### src/rtl/axi4_lite_slave_write_responder_pkg.sv
// Shared types for the AXI4-Lite write responder: response codes, protection
// encodings, responder state and channel indices for the ready-delay array.
package axi4_lite_slave_write_responder_pkg;

    typedef enum logic [1:0] {
        WRITE_OKAY   = 2'b00,
        WRITE_EXOKAY = 2'b01,
        WRITE_SLVERR = 2'b10,
        WRITE_DECERR = 2'b11
    } bresp_e;

    // bit0 privileged, bit1 non-secure, bit2 instruction
    typedef enum logic [2:0] {
        PROT_UNPRIV_SECURE_DATA    = 3'b000,
        PROT_PRIV_SECURE_DATA      = 3'b001,
        PROT_UNPRIV_NONSECURE_DATA = 3'b010,
        PROT_PRIV_NONSECURE_DATA   = 3'b011,
        PROT_UNPRIV_SECURE_INSTR   = 3'b100,
        PROT_PRIV_SECURE_INSTR     = 3'b101,
        PROT_UNPRIV_NONSECURE_INSTR = 3'b110,
        PROT_PRIV_NONSECURE_INSTR  = 3'b111
    } awprot_e;

    typedef enum logic [1:0] {
        IDLE   = 2'd0,
        COMMIT = 2'd1,
        RESP   = 2'd2
    } write_responder_state_e;

    localparam int AW_CH  = 0;
    localparam int W_CH   = 1;
    localparam int NUM_CH = 2;

endpackage

### src/rtl/axi4_lite_slave_write_responder_ready_delay.sv
// Per-channel ready generator: counts valid-high cycles while the channel
// buffer is empty and raises ready once the count reaches the live delay.
module axi4_lite_ready_delay
    import axi4_lite_slave_write_responder_pkg::*;
#(
    parameter int DELAY_WIDTH = 5
) (
    input  logic                   clk,
    input  logic                   rst_n,
    input  logic                   valid,
    input  logic                   buf_full,
    input  logic [DELAY_WIDTH-1:0] delay,
    output logic                   ready
);

    localparam logic [DELAY_WIDTH-1:0] CNT_MAX = '1;

    logic [DELAY_WIDTH-1:0] cnt_reg;
    logic [DELAY_WIDTH-1:0] cnt_next;
    logic                   counting;

    assign counting = valid & ~buf_full;
    // Gated by reset so ready stays low while the block is held in reset.
    assign ready    = rst_n & counting & (cnt_reg >= delay);

    always_comb begin
        cnt_next = cnt_reg;
        if (ready) begin
            cnt_next = '0;
        end else if (counting && (cnt_reg != CNT_MAX)) begin
            cnt_next = cnt_reg + 1'b1;
        end
    end

    always_ff @(posedge clk or negedge rst_n) begin
        if (!rst_n) begin
            cnt_reg <= '0;
        end else begin
            cnt_reg <= cnt_next;
        end
    end

endmodule

### src/rtl/axi4_lite_slave_write_responder.sv
// AXI4-Lite write-channel slave endpoint: buffers one AW and one W beat, decodes
// the address, pulses a local write strobe and returns the B response.
module axi4_lite_slave_write_responder
    import axi4_lite_slave_write_responder_pkg::*;
#(
    parameter int                       ADDRESS_WIDTH = 32,
    parameter int                       DATA_WIDTH    = 32,
    parameter int                       DELAY_WIDTH   = 5,
    parameter logic [ADDRESS_WIDTH-1:0] BASE_ADDR     = '0,
    parameter logic [ADDRESS_WIDTH:0]   REGION_SIZE   = 'h1000
) (
    input  logic                      aclk,
    input  logic                      aresetn,
    input  logic [ADDRESS_WIDTH-1:0]  awaddr,
    input  logic [2:0]                awprot,
    input  logic                      awvalid,
    output logic                      awready,
    input  logic [DATA_WIDTH-1:0]     wdata,
    input  logic [DATA_WIDTH/8-1:0]   wstrb,
    input  logic                      wvalid,
    output logic                      wready,
    output logic [1:0]                bresp,
    output logic                      bvalid,
    input  logic                      bready,
    input  logic [DELAY_WIDTH-1:0]    delayForAwready,
    input  logic [DELAY_WIDTH-1:0]    delayForWready,
    output logic                      wrEn,
    output logic [ADDRESS_WIDTH-1:0]  wrAddr,
    output logic [DATA_WIDTH-1:0]     wrData,
    output logic [DATA_WIDTH/8-1:0]   wrStrb,
    output logic [2:0]                wrProt
);

    localparam int STRB_WIDTH = DATA_WIDTH / 8;
    localparam int ADDR_LSB   = $clog2(STRB_WIDTH);
    // One extra bit so a region ending at the top of the address space does not wrap.
    localparam logic [ADDRESS_WIDTH:0] REGION_LO = {1'b0, BASE_ADDR};
    localparam logic [ADDRESS_WIDTH:0] REGION_HI = REGION_LO + REGION_SIZE;

    write_responder_state_e state_reg, state_next;
    bresp_e                 bresp_reg;
    bresp_e                 aw_resp_reg, aw_resp_next;
    awprot_e                aw_prot_reg;
    logic                   aw_full_reg, w_full_reg;
    logic [ADDRESS_WIDTH-1:0] wr_addr_reg;
    logic [DATA_WIDTH-1:0]    w_data_reg;
    logic [STRB_WIDTH-1:0]    w_strb_reg;

    logic [NUM_CH-1:0]      ch_valid, ch_full, ch_ready;
    logic [DELAY_WIDTH-1:0] ch_delay [NUM_CH];
    logic                   aw_hs, w_hs, b_hs, wr_en, b_valid;
    logic [ADDRESS_WIDTH:0] awaddr_ext;

    assign ch_valid[AW_CH] = awvalid;
    assign ch_valid[W_CH]  = wvalid;
    assign ch_full[AW_CH]  = aw_full_reg;
    assign ch_full[W_CH]   = w_full_reg;
    assign ch_delay[AW_CH] = delayForAwready;
    assign ch_delay[W_CH]  = delayForWready;

    generate
        for (genvar gi = 0; gi < NUM_CH; gi++) begin : g_ready_delay
            axi4_lite_ready_delay #(
                .DELAY_WIDTH(DELAY_WIDTH)
            ) u_ready_delay (
                .clk      (aclk),
                .rst_n    (aresetn),
                .valid    (ch_valid[gi]),
                .buf_full (ch_full[gi]),
                .delay    (ch_delay[gi]),
                .ready    (ch_ready[gi])
            );
        end
    endgenerate

    // ready already includes valid, so ready alone marks a handshake.
    assign awready = ch_ready[AW_CH];
    assign wready  = ch_ready[W_CH];
    assign aw_hs   = ch_ready[AW_CH];
    assign w_hs    = ch_ready[W_CH];

    assign awaddr_ext = {1'b0, awaddr};

    always_comb begin
        aw_resp_next = WRITE_OKAY;
        if ((awaddr_ext < REGION_LO) || (awaddr_ext >= REGION_HI)) begin
            aw_resp_next = WRITE_DECERR;
        end else if (|awaddr[ADDR_LSB-1:0]) begin
            aw_resp_next = WRITE_SLVERR;
        end
    end

    always_ff @(posedge aclk or negedge aresetn) begin
        if (!aresetn) begin
            aw_full_reg <= 1'b0;
            w_full_reg  <= 1'b0;
            wr_addr_reg <= '0;
            aw_prot_reg <= PROT_UNPRIV_SECURE_DATA;
            aw_resp_reg <= WRITE_OKAY;
            w_data_reg  <= '0;
            w_strb_reg  <= '0;
        end else begin
            if (aw_hs) begin
                aw_full_reg <= 1'b1;
                wr_addr_reg <= awaddr - BASE_ADDR;
                aw_prot_reg <= awprot_e'(awprot);
                aw_resp_reg <= aw_resp_next;
            end else if (b_hs) begin
                aw_full_reg <= 1'b0;
            end
            if (w_hs) begin
                w_full_reg <= 1'b1;
                w_data_reg <= wdata;
                w_strb_reg <= wstrb;
            end else if (b_hs) begin
                w_full_reg <= 1'b0;
            end
        end
    end

    always_ff @(posedge aclk or negedge aresetn) begin
        if (!aresetn) begin
            state_reg <= IDLE;
            bresp_reg <= WRITE_OKAY;
        end else begin
            state_reg <= state_next;
            if (state_reg == COMMIT) begin
                bresp_reg <= aw_resp_reg;
            end
        end
    end

    // Counting a same-edge handshake as full lets wrEn follow the last handshake directly.
    always_comb begin
        state_next = state_reg;
        wr_en      = 1'b0;
        b_valid    = 1'b0;
        b_hs       = 1'b0;
        case (state_reg)
            IDLE: begin
                if ((aw_full_reg | aw_hs) & (w_full_reg | w_hs)) begin
                    state_next = COMMIT;
                end
            end
            COMMIT: begin
                wr_en      = (aw_resp_reg == WRITE_OKAY);
                state_next = RESP;
            end
            RESP: begin
                b_valid = 1'b1;
                if (bready) begin
                    b_hs       = 1'b1;
                    state_next = IDLE;
                end
            end
            default: state_next = IDLE;
        endcase
    end

    assign bvalid = b_valid;
    assign bresp  = bresp_reg;
    assign wrEn   = wr_en;
    assign wrAddr = wr_addr_reg;
    assign wrData = w_data_reg;
    assign wrStrb = w_strb_reg;
    assign wrProt = aw_prot_reg;

endmodule

### config.mk
export PLATFORM = sky130hd
export DESIGN_NAME = axi4_lite_slave_write_responder
export DESIGN_NICKNAME = d
export VERILOG_FILES = /design/src/rtl/axi4_lite_slave_write_responder_pkg.sv /design/src/rtl/axi4_lite_slave_write_responder_ready_delay.sv /design/src/rtl/axi4_lite_slave_write_responder.sv
export SDC_FILE = /design/constraint.sdc
export NUM_CORES = 1
export LEC_CHECK = 0
export ABC_AREA = 1
export CORE_ASPECT_RATIO = 1.5
export CORE_MARGIN = 5
export CORE_UTILIZATION = 39
export CTS_CLUSTER_DIAMETER = 150
export DETAILED_ROUTE_END_ITERATION = 16
export PLACE_DENSITY = 0.82
export SLEW_MARGIN = 20
export SYNTH_ARGS = -nofsm -noshare
export SYNTH_HDL_FRONTEND = slang
export SYNTH_SLANG_ARGS = --single-unit
export TNS_END_PERCENT = 20
### constraint.sdc
create_clock -name aclk -period 1.8 [get_ports aclk]
set_input_delay 0.45 -clock aclk [delete_from_list [all_inputs] [get_ports aclk]]
set_output_delay 0.45 -clock aclk [all_outputs]
set_load 0.02 [all_outputs]
==> results.txt <==
Status: finished, violations left
Failing checks: setup timing
Area leader, netlist: dfrtp_1
Synthesized instance count: 464
Clk pin slew, worst setup/hold paths: 0.07 ns
Post-route setup slack: -0.2649 ns
Crit. path cell count: 8
# placed instances: 747
Synth cell types: 25
Flop pwr share: 0.330
Slew HR: 0.5980
Buffers & Inverters on Critical Path: 2
Nets: 757
Share of cells above drive strength 1: 0.1480
Net Sw Frac: 0.3789
Die X: 91.64 um
Int Power: 6.488 mW
# DRC: 0
Root Driver: clkbuf_16
Commonest cells post-synth: nand2_1 (251), dfrtp_1 (89), nor2_1 (28)
Post-synth top area share: 0.5712
Crit path max fanout: 3
Diode count: 0
Post-DR vias/cell: 4.655
Reg2reg start: g_ready_delay[0].u_ready_delay.cnt_reg[4]
Fin Setup TNS: -0.4951 ns
Clock latency on the worst-skew pair: 0.33 ns
First-pass GRT wire length: 17510 um
Crit path max-delay cell type: dfrtp_1
Maximum Capacitance Violations: 0
Worst min-delay path category: input port to asynchronous set/reset pin
Routed WL per cell: 14.76 um
Total power: 10.45 mW
Port buffer count: 162
Design Area, Final: 0.006499 sq mm
Pre-antenna DRT Iters: 4
Critical Path AT: 1.61 ns
Syn. warnings: 0
Non-filler cells, final: 777
FF+latch count, synth: 89
CP startpoint kind: flop
Die Y: 132.5 um
HPWL after DPL: 7966 um
GRT overflow: 0
Sequential share of the synthesized area: 0.5712
Initial DRC count: 100
Pin count of the biggest net entering global routing: 50
CTS tree: done
Final hold viol count: 0
CP top delay family: flip-flops
Gr usage total: 0.1777
Final period util: 1.147
Mapped Nets: 564
Logic gate share of total power: 0.489
Psw: 3.958 mW
Count leader, synth: nand2_1
Row count: 44
CTS max path bufs: 2
P_leak: 3.618 nW
Vias in the first global route: 3807
VDD IR max: 835.2 uV
Clk sinks: 89
Initial antenna violation count: 0
Post-synth EDFFs: 0
Clock skew: 0.006829 ns
Via count: 3617
Critical Path Max Stage Delay: 0.42 ns
CTS Buf Count: 9
Dpl cell area: 0.005783 sq mm
H-tree Lvls: 3
ANT nets after route: 0
Area delta synth->final: 66.69%
Worst path cell trace: ha_4, nand2_2, inv_2, nand2_2, nor2_4, nor2_4, nor2_8, buf_6
Dominant synthesized flop cell: dfrtp_1
Core footprint: 0.009744 sq mm
Setup-failing EPs final: 5
Synth area leaders: dfrtp_1 (57%), nand2_1 (24%), ha_1 (4.5%), nor2_1 (2.7%), inv_1 (2.4%)
Synthesized area per cell: 8.402 sq um
GPL Wtd Cong: 0.7812
Drt total wl: 11470 um
Pwr Density: 1607 mW/mm^2
Num ports: 163
Reg2reg path depth: 13
RSZ-0062 raised after global routing: yes
Clock power share: 0.181
Dpl ws: -0.9867 ns
Crit path kind: flop to output port
Crit path time final: 2.065 ns
Worst-margin pin slew: 0.6030 ns
Reg2reg end: wrAddr[23]
DIE AREA: 0.01214 sq mm
Max Freq: 0.4843 GHz
CP Capture Type: output port
Worst Path Required: 1.35 ns
Slew Viols, Final: 0
Flop-to-flop setup slack: -0.01 ns
Mapped Area: 0.003899 sq mm
Async SR Flop Fraction: 1.000
Initial Util: 0.4001
stage by stage:
step           utilization  hold slack, ns
4_1_cts             0.6325          0.2298
3_5_place_dp        0.5935          0.4576
2_1_floorplan            -          0.1544
5_1_grt             0.6669          0.2599
3_3_place_gp        0.5935          0.4532
6_report            0.6669          0.2172
per-layer routing:
layer	part of all wire	global-route usage
met5	0	0
met4	0.022	0.07047
met3	0.076	0.05682
met2	0.53	0.3144
met1	0.37	0.1952
cell usage in the layout (no fill, tap or decap), types with 2 or more instances in the layout:
cell	n
mux2_2	2
dlymetal6s2s_1	31
dfrtp_1	89
nor2_1	27
clkbuf_16	14
clkinv_4	2
inv_1	18
ha_4	7
nand2_2	12
nor3_1	4
nand3_1	7
buf_4	26
xnor2_1	2
xor2_1	2
buf_6	6
nand2_1	238
inv_2	10
ha_1	6
nand2b_1	2
clkdlybuf4s50_1	116
nand3b_1	4
clkinvlp_4	2
dlygate4sd2_1	10
o21ai_0	2
buf_12	2
nor2_4	2
a21oi_1	3
cell families after synthesis:
| kind of cell | synth area share |
|---|---|
| AO/OA/AOI/OAI | 0.008985 |
| multiplexers | 0.005776 |
| AND/OR/NAND/NOR | 0.3071 |
| flip-flops | 0.5712 |
| XOR/XNOR | 0.008988 |
| buffers and inverters | 0.05295 |
| adder cells (fa/ha/maj) | 0.04493 |
power groups by stage:
stage / registers [mW] / logic, mW / clock network (mW)
after floorplan: 4.35 / 1.49 / 0
after global placement: 3.40 / 4.71 / 0
after detailed placement: 3.45 / 4.86 / 0
after CTS: 3.45 / 4.95 / 1.94
after global routing: 3.57 / 5.56 / 2.04
final: 3.45 / 5.11 / 1.89
area by class of cell:
type	instances	area (sq um)
fillers	816	3246
flip-flops and latches	89	2227
repair buffers	198	2085
multi-input cells	329	1609
clock buffers	10	239.0
well taps	115	143.9
inverters	30	127.6
clock inverters	6	67.56
worst reg2reg max path: cells and delay by family (launching register included):
| kind | cells | cell delay [ns] |
|---|---|---|
| AND/OR/NAND/NOR | 7 | 0.50 |
| buffers and inverters | 5 | 0.49 |
| flip-flops | 1 | 0.42 |
| adder cells (fa/ha/maj) | 1 | 0.29 |
worst max-delay path by stage:
stage / startpoint / end
after global routing: g_ready_delay[1].u_ready_delay.cnt_reg[4] / wready
after global placement: delayForAwready[4] / awready
after detailed placement: delayForAwready[4] / awready
after floorplan: delayForAwready[4] / awready
final: g_ready_delay[0].u_ready_delay.cnt_reg[4] / awready
after CTS: g_ready_delay[0].u_ready_delay.cnt_reg[4] / awready
timing repair:
item	CTS	global route
gates resized for setup	45	54
hold buffers	0	0
endpoints found under the hold margin	0	0
buffers inserted	1	5
gates cloned	0	8
pin swaps	20	7
endpoints found under the setup margin	90	121
Note: power is estimated with default switching activity, not from simulation.
